## src/rtl/cordic_phase_gen_if.sv

```systemverilog
// rtl/cordic_phase_gen_if.sv - command and angle-stream bundle between the burst requester and cordic_phase_gen
interface cordic_phase_gen_if #(
    parameter int Z_WIDTH   = 12,
    parameter int CNT_WIDTH = 16
);
    logic                  start;
    logic                  abort;
    logic signed [Z_WIDTH:0] phase_init;
    logic signed [Z_WIDTH:0] phase_step;
    logic [CNT_WIDTH-1:0]  count;
    logic signed [Z_WIDTH:0] z0;
    logic                  z0_valid;
    logic                  out_valid;
    logic                  busy;
    logic                  done;

    modport master (
        output start, abort, phase_init, phase_step, count,
        input  z0, z0_valid, out_valid, busy, done
    );

    modport slave (
        input  start, abort, phase_init, phase_step, count,
        output z0, z0_valid, out_valid, busy, done
    );
endinterface

```

## src/rtl/cordic_phase_gen.sv

```systemverilog
// rtl/cordic_phase_gen.sv - burst phase accumulator for the CORDIC z0 port; CORDIC_PHASEGEN_FREERUN_EN makes count==0 free-run
module cordic_phase_gen #(
    parameter int Z_WIDTH   = 12,
    parameter int N_STAGES  = 10,
    parameter int CNT_WIDTH = 16
) (
    input  logic              clk,
    input  logic              reset,
    cordic_phase_gen_if.slave bus
);
    localparam int ZW = Z_WIDTH + 1;
    localparam int SW = Z_WIDTH + 2;
    localparam logic signed [SW-1:0] WRAP_HI = SW'(2879);
    localparam logic signed [SW-1:0] WRAP_LO = SW'(-2880);
    localparam logic signed [SW-1:0] SPAN    = SW'(5760);
    localparam logic signed [ZW-1:0] STEP_HI = ZW'(2880);
    localparam logic signed [ZW-1:0] STEP_LO = ZW'(-2880);
    localparam logic [N_STAGES-1:0]  DL_LAST = N_STAGES'(1) << (N_STAGES - 1);

    typedef enum logic [1:0] {IDLE, RUN, DRAIN} state_t;

    state_t                 state;
    logic signed [ZW-1:0]   z0_r;
    logic signed [ZW-1:0]   step_r;
    logic [CNT_WIDTH-1:0]   remaining;
    logic [N_STAGES-1:0]    dl;
    logic                   z0_valid_r;
    logic                   busy_r;
    logic                   done_r;
    logic signed [SW-1:0]   sum;
    logic                   launch;
    logic                   run_last;
    logic                   cnt_en;

    // Step is clamped to half a turn, so a single correction always lands back in range.
    function automatic logic signed [ZW-1:0] wrap(input logic signed [SW-1:0] s);
        logic signed [SW-1:0] r;
        r = s;
        if (s > WRAP_HI)
            r = s - SPAN;
        else if (s < WRAP_LO)
            r = s + SPAN;
        return r[ZW-1:0];
    endfunction

    function automatic logic signed [ZW-1:0] clamp_step(input logic signed [ZW-1:0] s);
        if (s > STEP_HI)
            return STEP_HI;
        if (s < STEP_LO)
            return STEP_LO;
        return s;
    endfunction

    assign sum = {z0_r[ZW-1], z0_r} + {step_r[ZW-1], step_r};

`ifdef CORDIC_PHASEGEN_FREERUN_EN
    logic free_run;
    assign run_last = !free_run && (remaining == '0);
    assign cnt_en   = !free_run;
`else
    assign run_last = (remaining == '0);
    assign cnt_en   = 1'b1;
`endif

    always_comb begin
        launch = 1'b0;
        if (state == IDLE && bus.start && !done_r && !bus.abort) begin
`ifdef CORDIC_PHASEGEN_FREERUN_EN
            launch = 1'b1;
`else
            launch = (bus.count != '0);
`endif
        end
    end

    always_ff @(posedge clk) begin
        if (reset) begin
            state      <= IDLE;
            z0_r       <= '0;
            step_r     <= '0;
            remaining  <= '0;
            dl         <= '0;
            z0_valid_r <= 1'b0;
            busy_r     <= 1'b0;
            done_r     <= 1'b0;
`ifdef CORDIC_PHASEGEN_FREERUN_EN
            free_run   <= 1'b0;
`endif
        end else begin
            done_r <= 1'b0;
            dl     <= (dl << 1) | N_STAGES'(z0_valid_r);
            if (bus.abort) begin
                state      <= IDLE;
                z0_valid_r <= 1'b0;
                busy_r     <= 1'b0;
                dl         <= '0;
            end else begin
                case (state)
                    IDLE: begin
                        if (launch) begin
                            state      <= RUN;
                            z0_r       <= wrap({bus.phase_init[ZW-1], bus.phase_init});
                            step_r     <= clamp_step(bus.phase_step);
                            remaining  <= bus.count - CNT_WIDTH'(1);
                            z0_valid_r <= 1'b1;
                            busy_r     <= 1'b1;
`ifdef CORDIC_PHASEGEN_FREERUN_EN
                            free_run   <= (bus.count == '0);
`endif
                        end else if (bus.start && !done_r) begin
                            done_r <= 1'b1;
                        end
                    end
                    RUN: begin
                        if (run_last) begin
                            state      <= DRAIN;
                            z0_valid_r <= 1'b0;
                        end else begin
                            z0_r <= wrap(sum);
                            if (cnt_en)
                                remaining <= remaining - CNT_WIDTH'(1);
                        end
                    end
                    DRAIN: begin
                        // Only the final sample left, sitting at the delay-line output.
                        if ((dl & ~DL_LAST) == '0) begin
                            state  <= IDLE;
                            busy_r <= 1'b0;
                            done_r <= 1'b1;
                        end
                    end
                    default: state <= IDLE;
                endcase
            end
        end
    end

    assign bus.z0        = z0_r;
    assign bus.z0_valid  = z0_valid_r;
    assign bus.out_valid = dl[N_STAGES-1];
    assign bus.busy      = busy_r;
    assign bus.done      = done_r;
endmodule

```

## src/flat_wrapper.sv

```systemverilog
// flat-port wrapper written by rule: the top's interface ports become plain ports
module cordic_phase_gen_flat 
#(
    parameter int Z_WIDTH   = 12,
    parameter int N_STAGES  = 10,
    parameter int CNT_WIDTH = 16
)
  (clk, reset, bus_start, bus_abort, bus_phase_init, bus_phase_step, bus_count, bus_z0, bus_z0_valid, bus_out_valid, bus_busy, bus_done);
  cordic_phase_gen_if #(.Z_WIDTH(Z_WIDTH), .CNT_WIDTH(CNT_WIDTH)) bus_i ();
  input  logic clk;
  input  logic reset;
  input wire logic [$bits(bus_i.start)-1:0] bus_start;
  input wire logic [$bits(bus_i.abort)-1:0] bus_abort;
  input wire logic [$bits(bus_i.phase_init)-1:0] bus_phase_init;
  input wire logic [$bits(bus_i.phase_step)-1:0] bus_phase_step;
  input wire logic [$bits(bus_i.count)-1:0] bus_count;
  output wire logic [$bits(bus_i.z0)-1:0] bus_z0;
  output wire logic [$bits(bus_i.z0_valid)-1:0] bus_z0_valid;
  output wire logic [$bits(bus_i.out_valid)-1:0] bus_out_valid;
  output wire logic [$bits(bus_i.busy)-1:0] bus_busy;
  output wire logic [$bits(bus_i.done)-1:0] bus_done;
  assign bus_i.start = bus_start;
  assign bus_i.abort = bus_abort;
  assign bus_i.phase_init = bus_phase_init;
  assign bus_i.phase_step = bus_phase_step;
  assign bus_i.count = bus_count;
  assign bus_z0 = bus_i.z0;
  assign bus_z0_valid = bus_i.z0_valid;
  assign bus_out_valid = bus_i.out_valid;
  assign bus_busy = bus_i.busy;
  assign bus_done = bus_i.done;
  cordic_phase_gen #(.Z_WIDTH(Z_WIDTH), .N_STAGES(N_STAGES), .CNT_WIDTH(CNT_WIDTH)) u_core (.clk(clk), .reset(reset), .bus(bus_i));
endmodule
```

## config.mk

```make
export PLATFORM = sky130hd
export DESIGN_NAME = cordic_phase_gen_flat
export DESIGN_NICKNAME = d
export VERILOG_FILES = /design/src/rtl/cordic_phase_gen_if.sv /design/src/rtl/cordic_phase_gen.sv /design/src/flat_wrapper.sv
export SDC_FILE = /design/constraint.sdc
export NUM_CORES = 1
export LEC_CHECK = 0
export ABC_CLOCK_PERIOD_IN_PS = 4300
export CORE_AREA = 2 2 96 88
export DETAILED_ROUTE_END_ITERATION = 10
export DIE_AREA = 0 0 98 90
export PLACE_DENSITY = 0.78
export SLEW_MARGIN = 20
export SYNTH_ARGS = -nofsm -noshare
export SYNTH_HDL_FRONTEND = slang
export SYNTH_SLANG_ARGS = --single-unit
```

## constraint.sdc

```tcl
create_clock -name clk -period 4.3 [get_ports clk]
set_clock_uncertainty 0.05 [all_clocks]
set_input_delay 0.86 -clock clk [delete_from_list [all_inputs] [get_ports clk]]
set_output_delay 0.86 -clock clk [all_outputs]
set_load 0.005 [all_outputs]
```

======== Word-level counts from Yosys, hierarchy flattened ========
Index checks and enable logic that the tools add are counted.
storage, ports and cells
  register bits after elaboration ......... 57
  output and inout port bits .............. 17
  word-level logic and storage cells ...... 86
cells by class
  add/subtract/negate cells ............... 7
  $lt $le $gt $ge ......................... 6
  equal/unequal tests ..................... 6
  multiplexer cells ....................... 39
  bitwise gates (word level) .............. 2
  reductions and logical operators ........ 18
operators with widths
  kind                      count
  $mux W13                  10
  $mux W16                  2
  $pmux W16 S2              1
  $sub A16 B1 Y16 const B   2
  $add A13 B13 Y13 const B  2
  $gt A13 B13 Y1 const B    2
  $lt A13 B13 Y1 const B    2
  $pmux W13 S2              1
  $sub A13 B13 Y13 const B  2
  $mux W1                   18
  $logic_not A16 Y1         1
  $reduce_bool A16 Y1       1
  $add A13 B13 Y14          1
  $gt A14 B13 Y1 const B    1
  $lt A14 B13 Y1 const B    1
  $reduce_and A3 Y1         4
  $logic_not A10 Y1         1
  $or A10 B1 Y10            1
  $mux W2                   3
  $ne A2 B1 Y1 const B      3
  $pmux W1 S2               3
  $pmux W2 S3               1
  $logic_and A1 B1 Y1       4
  $reduce_and A4 Y1         1
  8 further kinds           10

======== Longest topological paths before layout ========
Gate-level depths: netlist of the first run.
  depth in word-level cells ............... 16
  mapped depth ............................ 14

======== Worst setup path after synthesis of the first run ========
No wires, ideal clock.
  path kind ............................... register -> register
  start point ............................. reg u_core.state[1]
  end point ............................... reg u_core.remaining[10]
  library setup time ...................... 132 ps
  arrival ................................. 3008 ps
  required time ........................... 4118 ps
  path slack .............................. 1110 ps
  stages on the path, launching flop included .. 15
  path buffers ............................ 4
  cell sequence ........................... dfxtp_1 > nand2b_1 > clkbuf_1 > buf_1 > buf_6 > clkbuf_1 > mux2i_1 > ha_1 > o21ai_0 > nand2b_1 > nor2_1 > and3_1 > o21ai_0 > a2bb2oi_1 > a21oi_1
on the way
  cells in the longest elaborated chain, start to end .. 7
ends and longest elaborated chain
  item                                line                                            RTL
  start, declared                     cordic_phase_gen.sv:22                          state_t state;
  start signal, assigned              cordic_phase_gen.sv:78                          state <= IDLE;
  start signal, assigned              cordic_phase_gen.sv:93                          state <= IDLE;
  start signal, assigned              cordic_phase_gen.sv:101                         state <= RUN;
  $logic_not A2 Y1                    cordic_phase_gen.sv:67, cordic_phase_gen.sv:98
  $logic_and A1 B1 Y1 (3 in series)   cordic_phase_gen.sv:67                          if (state == IDLE && bus.start && !done_r && !bus.abort) begin
  $mux W1                             cordic_phase_gen.sv:67
  $ne A2 B1 Y1 (no source line)       -
  $reduce_and A4 Y1 (no source line)  -
  end signal, assigned                cordic_phase_gen.sv:104                         remaining <= bus.count - CNT_WIDTH'(1);
  end signal, assigned                cordic_phase_gen.sv:121                         remaining <= remaining - CNT_WIDTH'(1);
  end, declared                       cordic_phase_gen.sv:25                          logic [CNT_WIDTH-1:0] remaining;
Parallel ways exist; a longest one is shown, timed or not.
A chain may end at the register's enable or synchronous reset.

======== Worst setup path in the final report of the first run ========
  start point ............................. reg u_core.z0_r[0], in the netlist u_core.bus.z0[0]
  end point ............................... reg u_core.z0_r[9], in the netlist u_core.bus.z0[9]
on the way
  cells in the longest elaborated chain, start to end .. 6
ends and longest elaborated chain
  item                                                       line                                            RTL
  start, declared                                            cordic_phase_gen.sv:23                          logic signed [ZW-1:0] z0_r;
  start signal, assigned                                     cordic_phase_gen.sv:102                         z0_r <= wrap({bus.phase_init[ZW-1], bus.phase_init});
  start signal, assigned                                     cordic_phase_gen.sv:119                         z0_r <= wrap(sum);
  $add A13 B13 Y14 (*)                                       cordic_phase_gen.sv:54                          assign sum = {z0_r[ZW-1], z0_r} + {step_r[ZW-1], step_r};
  $add A13 B13 Y13 / $lt A14 B13 Y1 (equally long branches)  cordic_phase_gen.sv:42, cordic_phase_gen.sv:41
  $mux W13                                                   cordic_phase_gen.sv:41                          else if (s < WRAP_LO)
  $mux W13 (*)                                               cordic_phase_gen.sv:39                          if (s > WRAP_HI)
  $mux W13 (*)                                               cordic_phase_gen.sv:115                         if (run_last) begin
  $pmux W13 S2 (*)                                           cordic_phase_gen.sv:98                          case (state)
Every way passes the cells marked *; elsewhere a longest branch is shown, timed or not. The select of a mux whose other input is x is not followed.

==> metrics.cfg, run 1 <==
[pwr]
p_seq_frac = 0.376
power_density_mw_per_mm2 = 308
swShare = 0.323
p_comb_frac = 0.291
switchingPower_uw = 497
ir_drop_mv = 0.174
clockPowerShare = 0.333
p_leak_uw = 0.00191
internal_power_uw = 1040
power_uw = 1540

[routing]
drc = 0
dr.pass1.iters = 5
viasPerCell = 6.20
vias = 4239
ant_nets = 0
wire_per_inst_um = 16.6
drt_iter0_markers = 328
wl_um = 11400

[cts]
cts.repair.resized = 0
cts_buffer_depth = 2
clock-sinks = 57
cts_tree = done
cts-buffers-inserted = 9
clk_pin_slew_worst_paths_ps = 70
htree_num_levels = 3
ctsHoldBuffers = 0
cts_setup_buffers = 0
cts_root_buf = clkbuf_8
clock_latency_ps = 340

[timing]
grt_setup_unrepaired = false
hold_viol = 0
layout_min_cycle_time_ps = 3360
final-max-slew-violation-count = 0
clock.fmax_mhz = 298
relSlewSlack = 0.421
finalCritPeriodShare = 0.781
worstMarginPinSlew_ps = 863
setup_viol = 0
fin_setup_tns_ps = 0

[finish]
syn_to_final_growth_pct = 21.1
multi_input_area_mm2 = 0.00280
nets = 650
fin_cells = 684
seqCellArea_mm2 = 0.00114
fin_util = 0.635
drive_above_1_share = 0.0821
fillers = 707
diodes = 0

[critical_path]
cp-end-kind = register
crit_fanout = 7
arrival_ps = 3560
r2r_setup_slack_ps = 940
worst_setup_path_start_kind = register
required_ps = 4500
path_class = reg -> reg

[yosys]
synth_warnings = 0
synth_cells = 527
syn_area_mm2 = 0.00413
ys_ff_latch = 57
synth_top_area_cell = dfxtp_1
synth_cell_types = 72
ys.flop_type = dfxtp_1
synth_top_cell_area_share = 0.276
synth_most_common_cell = dfxtp_1
synthTopCellsByCount = dfxtp_1, nor2_1, a21oi_1
synth_edf_count = 0
yosysSeqAreaShare = 0.276
async_flop_share = 0
synthTopCellsByArea = dfxtp_1, ha_1, a21oi_1, o21ai_0, nor2_1
synth.avg_cell_area_um2 = 7.83
syn_nets = 596

[global_routing]
grt_max_degree = 51
grt_remaining_overflow = 0
grtUsageTotal = 0.254
grt_pass1_wl_um = 18600
grt_pass1_vias = 4044
antenna_found_initial = 0

[die]
start_util = 0.524
rows = 31
die_y_um = 90
ios = 63
die_w_um = 98
core_area_mm2 = 0.00787
die-area_mm2 = 0.00882

[placed_design]
place_hpwl_um = 8310
io_buffers = 62
place_inst = 669
place_congestion = 0.913

[status]
outcome = finished clean

[hold_path]
hp-class = reg -> reg

[job]
maxCapViolCount = 0

## power groups by stage
stage | clock network (uW) | logic (uW) | registers [uW]
floorplan | 0 | 303 | 584
global placement | 0 | 426 | 589
detailed placement | 0 | 439 | 590
CTS | 523 | 442 | 578
global route | 550 | 492 | 581
finish | 513 | 448 | 579
## cells by family after synthesis
kind of cell    after synthesis  synth area share
buf+inv                      44            0.0458
flops                        57             0.276
simple gates                192             0.235
mux                          14            0.0349
compound gates              180             0.300
xor+xnor                     17            0.0361
fa+ha+maj                    23            0.0715
## cell usage in the layout (no fill, tap or decap), drive strengths merged, types with 12 or more instances in the layout
cell type       n
ha             22
clkbuf         12
and2           13
inv            19
nand2          44
nand3          12
o21ai          39
nor2           49
a211oi         16
a21oi          47
clkdlybuf4s50  62
nor3           30
dfxtp          57
## worst max-delay path, cell delays in order (launching register included)
cell and delay [ps]:
dfxtp_1 320, ha_1 260, fa_1 430, a21o_1 210, a221oi_2 390, a21oi_1 200
a21oi_4 240, a31oi_2 170, a211oi_2 420, o2bb2ai_1 190, xnor2_1 110, a221oi_2 270
## flip-flops by register name, summed over array words and instances, names as in the netlist
register and cells:
u_core.dl 10, u_core.bus.z0_valid 1, u_core.bus.busy 1, u_core.remaining 16
u_core.bus.z0 13, u_core.step_r 13, u_core.state 2, u_core.bus.done 1
## final timing paths
check / to / cells after the start / start
setup reg to reg: u_core.bus.z0[9]$_SDFFE_PP0P_ / 11 / u_core.bus.z0[0]$_SDFFE_PP0P_
setup / recovery: u_core.bus.z0[9]$_SDFFE_PP0P_ / 11 / u_core.bus.z0[0]$_SDFFE_PP0P_
hold reg to reg: u_core.dl[6]$_SDFF_PP0_ / 1 / u_core.dl[5]$_SDFF_PP0_
hold / removal: u_core.dl[6]$_SDFF_PP0_ / 1 / u_core.dl[5]$_SDFF_PP0_
## layer usage
layer	up-vias	part of all wire	GRT usage
li1	2058	-	-
met1	1984	0.47	0.347
met2	170	0.45	0.397
met3	27	0.060	0.0443
met4	0	0.023	0.104
met5	-	0	0
## final cells by class
type | instances | area share
timing repair buffer | 68 | 0.133
sequential | 57 | 0.228
clock buffer | 12 | 0.0310
clock inverter | 3 | 0.00801
multi-input combinational | 426 | 0.560
tap | 99 | 0.0248
inverter | 19 | 0.0143
## per-stage QoR
stage	worst slack [ps]	hold slack (ps)	cell area [um2]
2_1_floorplan	1110	380	4130
3_3_place_gp	866	394	4800
3_5_place_dp	712	396	4800
4_1_cts	991	413	5000
5_1_grt	699	414	5000
6_report	944	398	5000
Power figures use the tool's default switching activity.
==> inputs of run 2 (changes only) <==
--- a/config.mk
+++ b/config.mk
@@ -5,11 +5,11 @@
 export SDC_FILE = /design/constraint.sdc
 export NUM_CORES = 1
 export LEC_CHECK = 0
-export ABC_CLOCK_PERIOD_IN_PS = 4300
-export CORE_AREA = 2 2 96 88
+export ABC_CLOCK_PERIOD_IN_PS = 2950
+export CORE_AREA = 2 2 99 92
 export DETAILED_ROUTE_END_ITERATION = 10
-export DIE_AREA = 0 0 98 90
-export PLACE_DENSITY = 0.78
+export DIE_AREA = 0 0 101 94
+export PLACE_DENSITY = 0.76
 export SLEW_MARGIN = 20
 export SYNTH_ARGS = -nofsm -noshare
 export SYNTH_HDL_FRONTEND = slang
==> constraint.sdc (replaced) <==
create_clock -name clk -period 2.95 [get_ports clk]
set_clock_uncertainty 0.05 [all_clocks]
set_input_delay 0.59 -clock clk [delete_from_list [all_inputs] [get_ports clk]]
set_output_delay 0.59 -clock clk [all_outputs]
set_load 0.005 [all_outputs]
==> run 2 against run 1 <==
Against the previous run: the flow now finishes with violations (setup timing); cell count increased by 6.6%; critical path depth increased by 2; setup slack got worse by 1000 ps; register-to-register slack got worse by 1000 ps; clock-buffer cell count is 1 lower; design area increased by 13%; global-route usage is 1.7 points higher; utilization rose by 3.9 points.
==> metrics.cfg, run 2 (synthesis gave the netlist of run 1 again) <==
[status]
outcome = finished with violations
failed_checks = setup timing

[critical_path]
required_ps = 3150  ; -1350 ps
reg2reg_depth = 13  ; +2
worst_setup_path_start_kind = register
r2r_setup_slack_ps = -50  ; -1000 ps
arrival_ps = 3200  ; -360 ps
cp-end-kind = register
rr_startpoint = u_core.bus.z0[0]$_SDFFE_PP0P_
r2r_end = u_core.bus.z0[8]$_SDFFE_PP0P_
path_class = reg -> reg
crit_fanout = 7  ; unchanged

[timing]
finalCritPeriodShare = 1.02  ; +0.238
holdWs_ps = 409  ; +10.8 ps
hold_viol = 0  ; unchanged
grt_setup_unrepaired = true
layout_min_cycle_time_ps = 3000  ; -352 ps
clock.fmax_mhz = 333  ; +12%
setup_viol = 3  ; +3
worstMarginPinSlew_ps = 627  ; -236 ps
final-max-slew-violation-count = 0  ; unchanged
relSlewSlack = 0.578  ; +0.158
fin_ws_ps = -54.3  ; -998 ps

[global_routing]
grtUsageTotal = 0.271  ; +0.0174
grt_pass1_vias = 4262  ; +5.4%
antenna_found_initial = 0  ; unchanged
grt_pass1_wl_um = 20500  ; +10%
grt_remaining_overflow = 0  ; unchanged
grt_max_degree = 44  ; -14%

[routing]
wl_um = 12800  ; +13%
dr.pass1.iters = 6  ; +1
wire_per_inst_um = 17.6  ; +5.7%
vias = 4482  ; +5.7%
drt_iter0_markers = 336  ; +2.4%
drc = 0  ; unchanged
viasPerCell = 6.15  ; -0.79%
ant_nets = 0  ; unchanged

[finish]
stdcell_area_mm2 = 0.00566  ; +13%
final_cell_mix = clkdlybuf4s50_1, dfxtp_1, nor2_1, buf_4, nand2_1
fillers = 691  ; -2.3%
fin_cells = 729  ; +6.6%
syn_to_final_growth_pct = 37.2
fin_util = 0.673  ; +0.0387
final_common_cell = clkdlybuf4s50_1
drive_above_1_share = 0.204  ; +0.122
regMostFlops = u_core.remaining
diodes = 0  ; unchanged
largest_reg_flops = 16  ; unchanged
nets = 691  ; +6.3%

[cts]
clk_pin_slew_worst_paths_ps = 70  ; about the same
clock_latency_ps = 340  ; about the same
htree_num_levels = 3  ; unchanged
ctsHoldBuffers = 0  ; unchanged
cts_root_buf = clkbuf_8
clock-sinks = 57  ; unchanged
cts_buffer_depth = 2  ; unchanged
cts_tree = done
cts-buffers-inserted = 9  ; unchanged

[hold_path]
whs_endpoint = u_core.step_r[10]$_SDFFE_PP0P_
hp-class = reg -> reg
holdPathStages = 2  ; +1
hold_path.startpoint = u_core.step_r[10]$_SDFFE_PP0P_

[placed_design]
place_hpwl_um = 8890  ; +6.9%
io_buffers = 62  ; unchanged
placed_cell_area_mm2 = 0.00506  ; +5.3%
place_inst = 704  ; +5.2%
place_congestion = 0.947  ; +3.7%

[die]
die_w_um = 101  ; +3.1%
die_y_um = 94  ; +4.4%
core_area_mm2 = 0.00841  ; +6.8%
die-area_mm2 = 0.00949  ; +7.6%
ios = 63  ; unchanged
start_util = 0.491  ; -0.0333
rows = 32  ; +3.2%

[pwr]
power_uw = 2660  ; +73%
power_density_mw_per_mm2 = 470  ; +52%
ir_drop_mv = 0.302  ; +74%
p_leak_uw = 0.00217  ; +14%

[job]
maxCapViolCount = 0  ; unchanged

-- run 2: cell types whose count changed in the layout (fill, tap and decap cells not counted), sizes merged --
cell      delta
clkbuf       -1
buf         +41
clkinv       -1
clkinvlp     +1
bufinv       +2
-- run 2: final cells by class --
type / count / area [um2] / area share
Clock buffer: 11 / 141 / 0.0250
Clock inverter: 5 / 103 / 0.0181
Inverter: 19 / 71.3 / 0.0126
Multi-Input combinational cell: 426 / 3090 / 0.545
Sequential cell: 57 / 1140 / 0.202
Tap cell: 102 / 128 / 0.0225
Timing Repair Buffer: 109 / 990 / 0.175
-- run 2: how the worst max path moves through the flow --
stage                                  startpoint                           endpoint  slack [ps]  cells past startpoint
finish              u_core.bus.z0[0]$_SDFFE_PP0P_      u_core.bus.z0[8]$_SDFFE_PP0P_         -50                     13
global route        u_core.bus.z0[0]$_SDFFE_PP0P_      u_core.bus.z0[8]$_SDFFE_PP0P_        -150                     13
CTS                 u_core.bus.z0[0]$_SDFFE_PP0P_      u_core.bus.z0[9]$_SDFFE_PP0P_          -8                     12
detailed placement  u_core.bus.z0[0]$_SDFFE_PP0P_     u_core.bus.z0[11]$_SDFFE_PP0P_        -140                     11
global placement    u_core.bus.z0[0]$_SDFFE_PP0P_     u_core.bus.z0[11]$_SDFFE_PP0P_         -60                     11
floorplan            u_core.state[1]$_SDFFE_PP0P_  u_core.remaining[10]$_SDFFE_PP0P_          20                     14
-- run 2: timing repair --
| item | CTS | global route |
|---|---|---|
| endpoints found under the setup margin | 6 | 6 |
| pin swaps | 16 | 17 |
| gates cloned | 0 | 0 |
| buffers inserted | 6 | 3 |
| resized for setup | 29 | 29 |
-- run 2: worst max-delay path: stages, from the launching register on --
cell,delay [ps]
dfxtp_2,340
ha_4,160
fa_2,330
a21o_1,220
a221oi_4,240
buf_6,170
buf_4,120
nand3_2,100
nand4b_4,180
o21ai_1,140
o221ai_4,250
mux2i_1,300
o21ai_2,80
o211ai_1,210
-- run 2: stage by stage --
stage / TNS [ps] / worst slack, ps
final: -118 / -54.3
after global routing: -559 / -150
after CTS: -9.48 / -7.75
after detailed placement: -563 / -142
after global placement: -96.4 / -56.2
after floorplan: 0 / 22.0
-- run 2: report_power, final --
group | switching (uW) | internal [uW] | leakage [uW]
logic | 479 | 415 | 0.00159
clock network | 339 | 584 | 0.000120
registers | 37.7 | 807 | 0.000465
-- run 2: per-layer routing --
layer | part of all wire | global-route usage | wire length [um] | vias to the layer above
met1 | 0.44 | 0.352 | 5610 | 2127
met3 | 0.068 | 0.0536 | 867 | 24
met5 | 0 | 0 | 0 | -
met2 | 0.47 | 0.451 | 6020 | 186
met4 | 0.024 | 0.0912 | 311 | 0
li1 | - | - | - | 2145
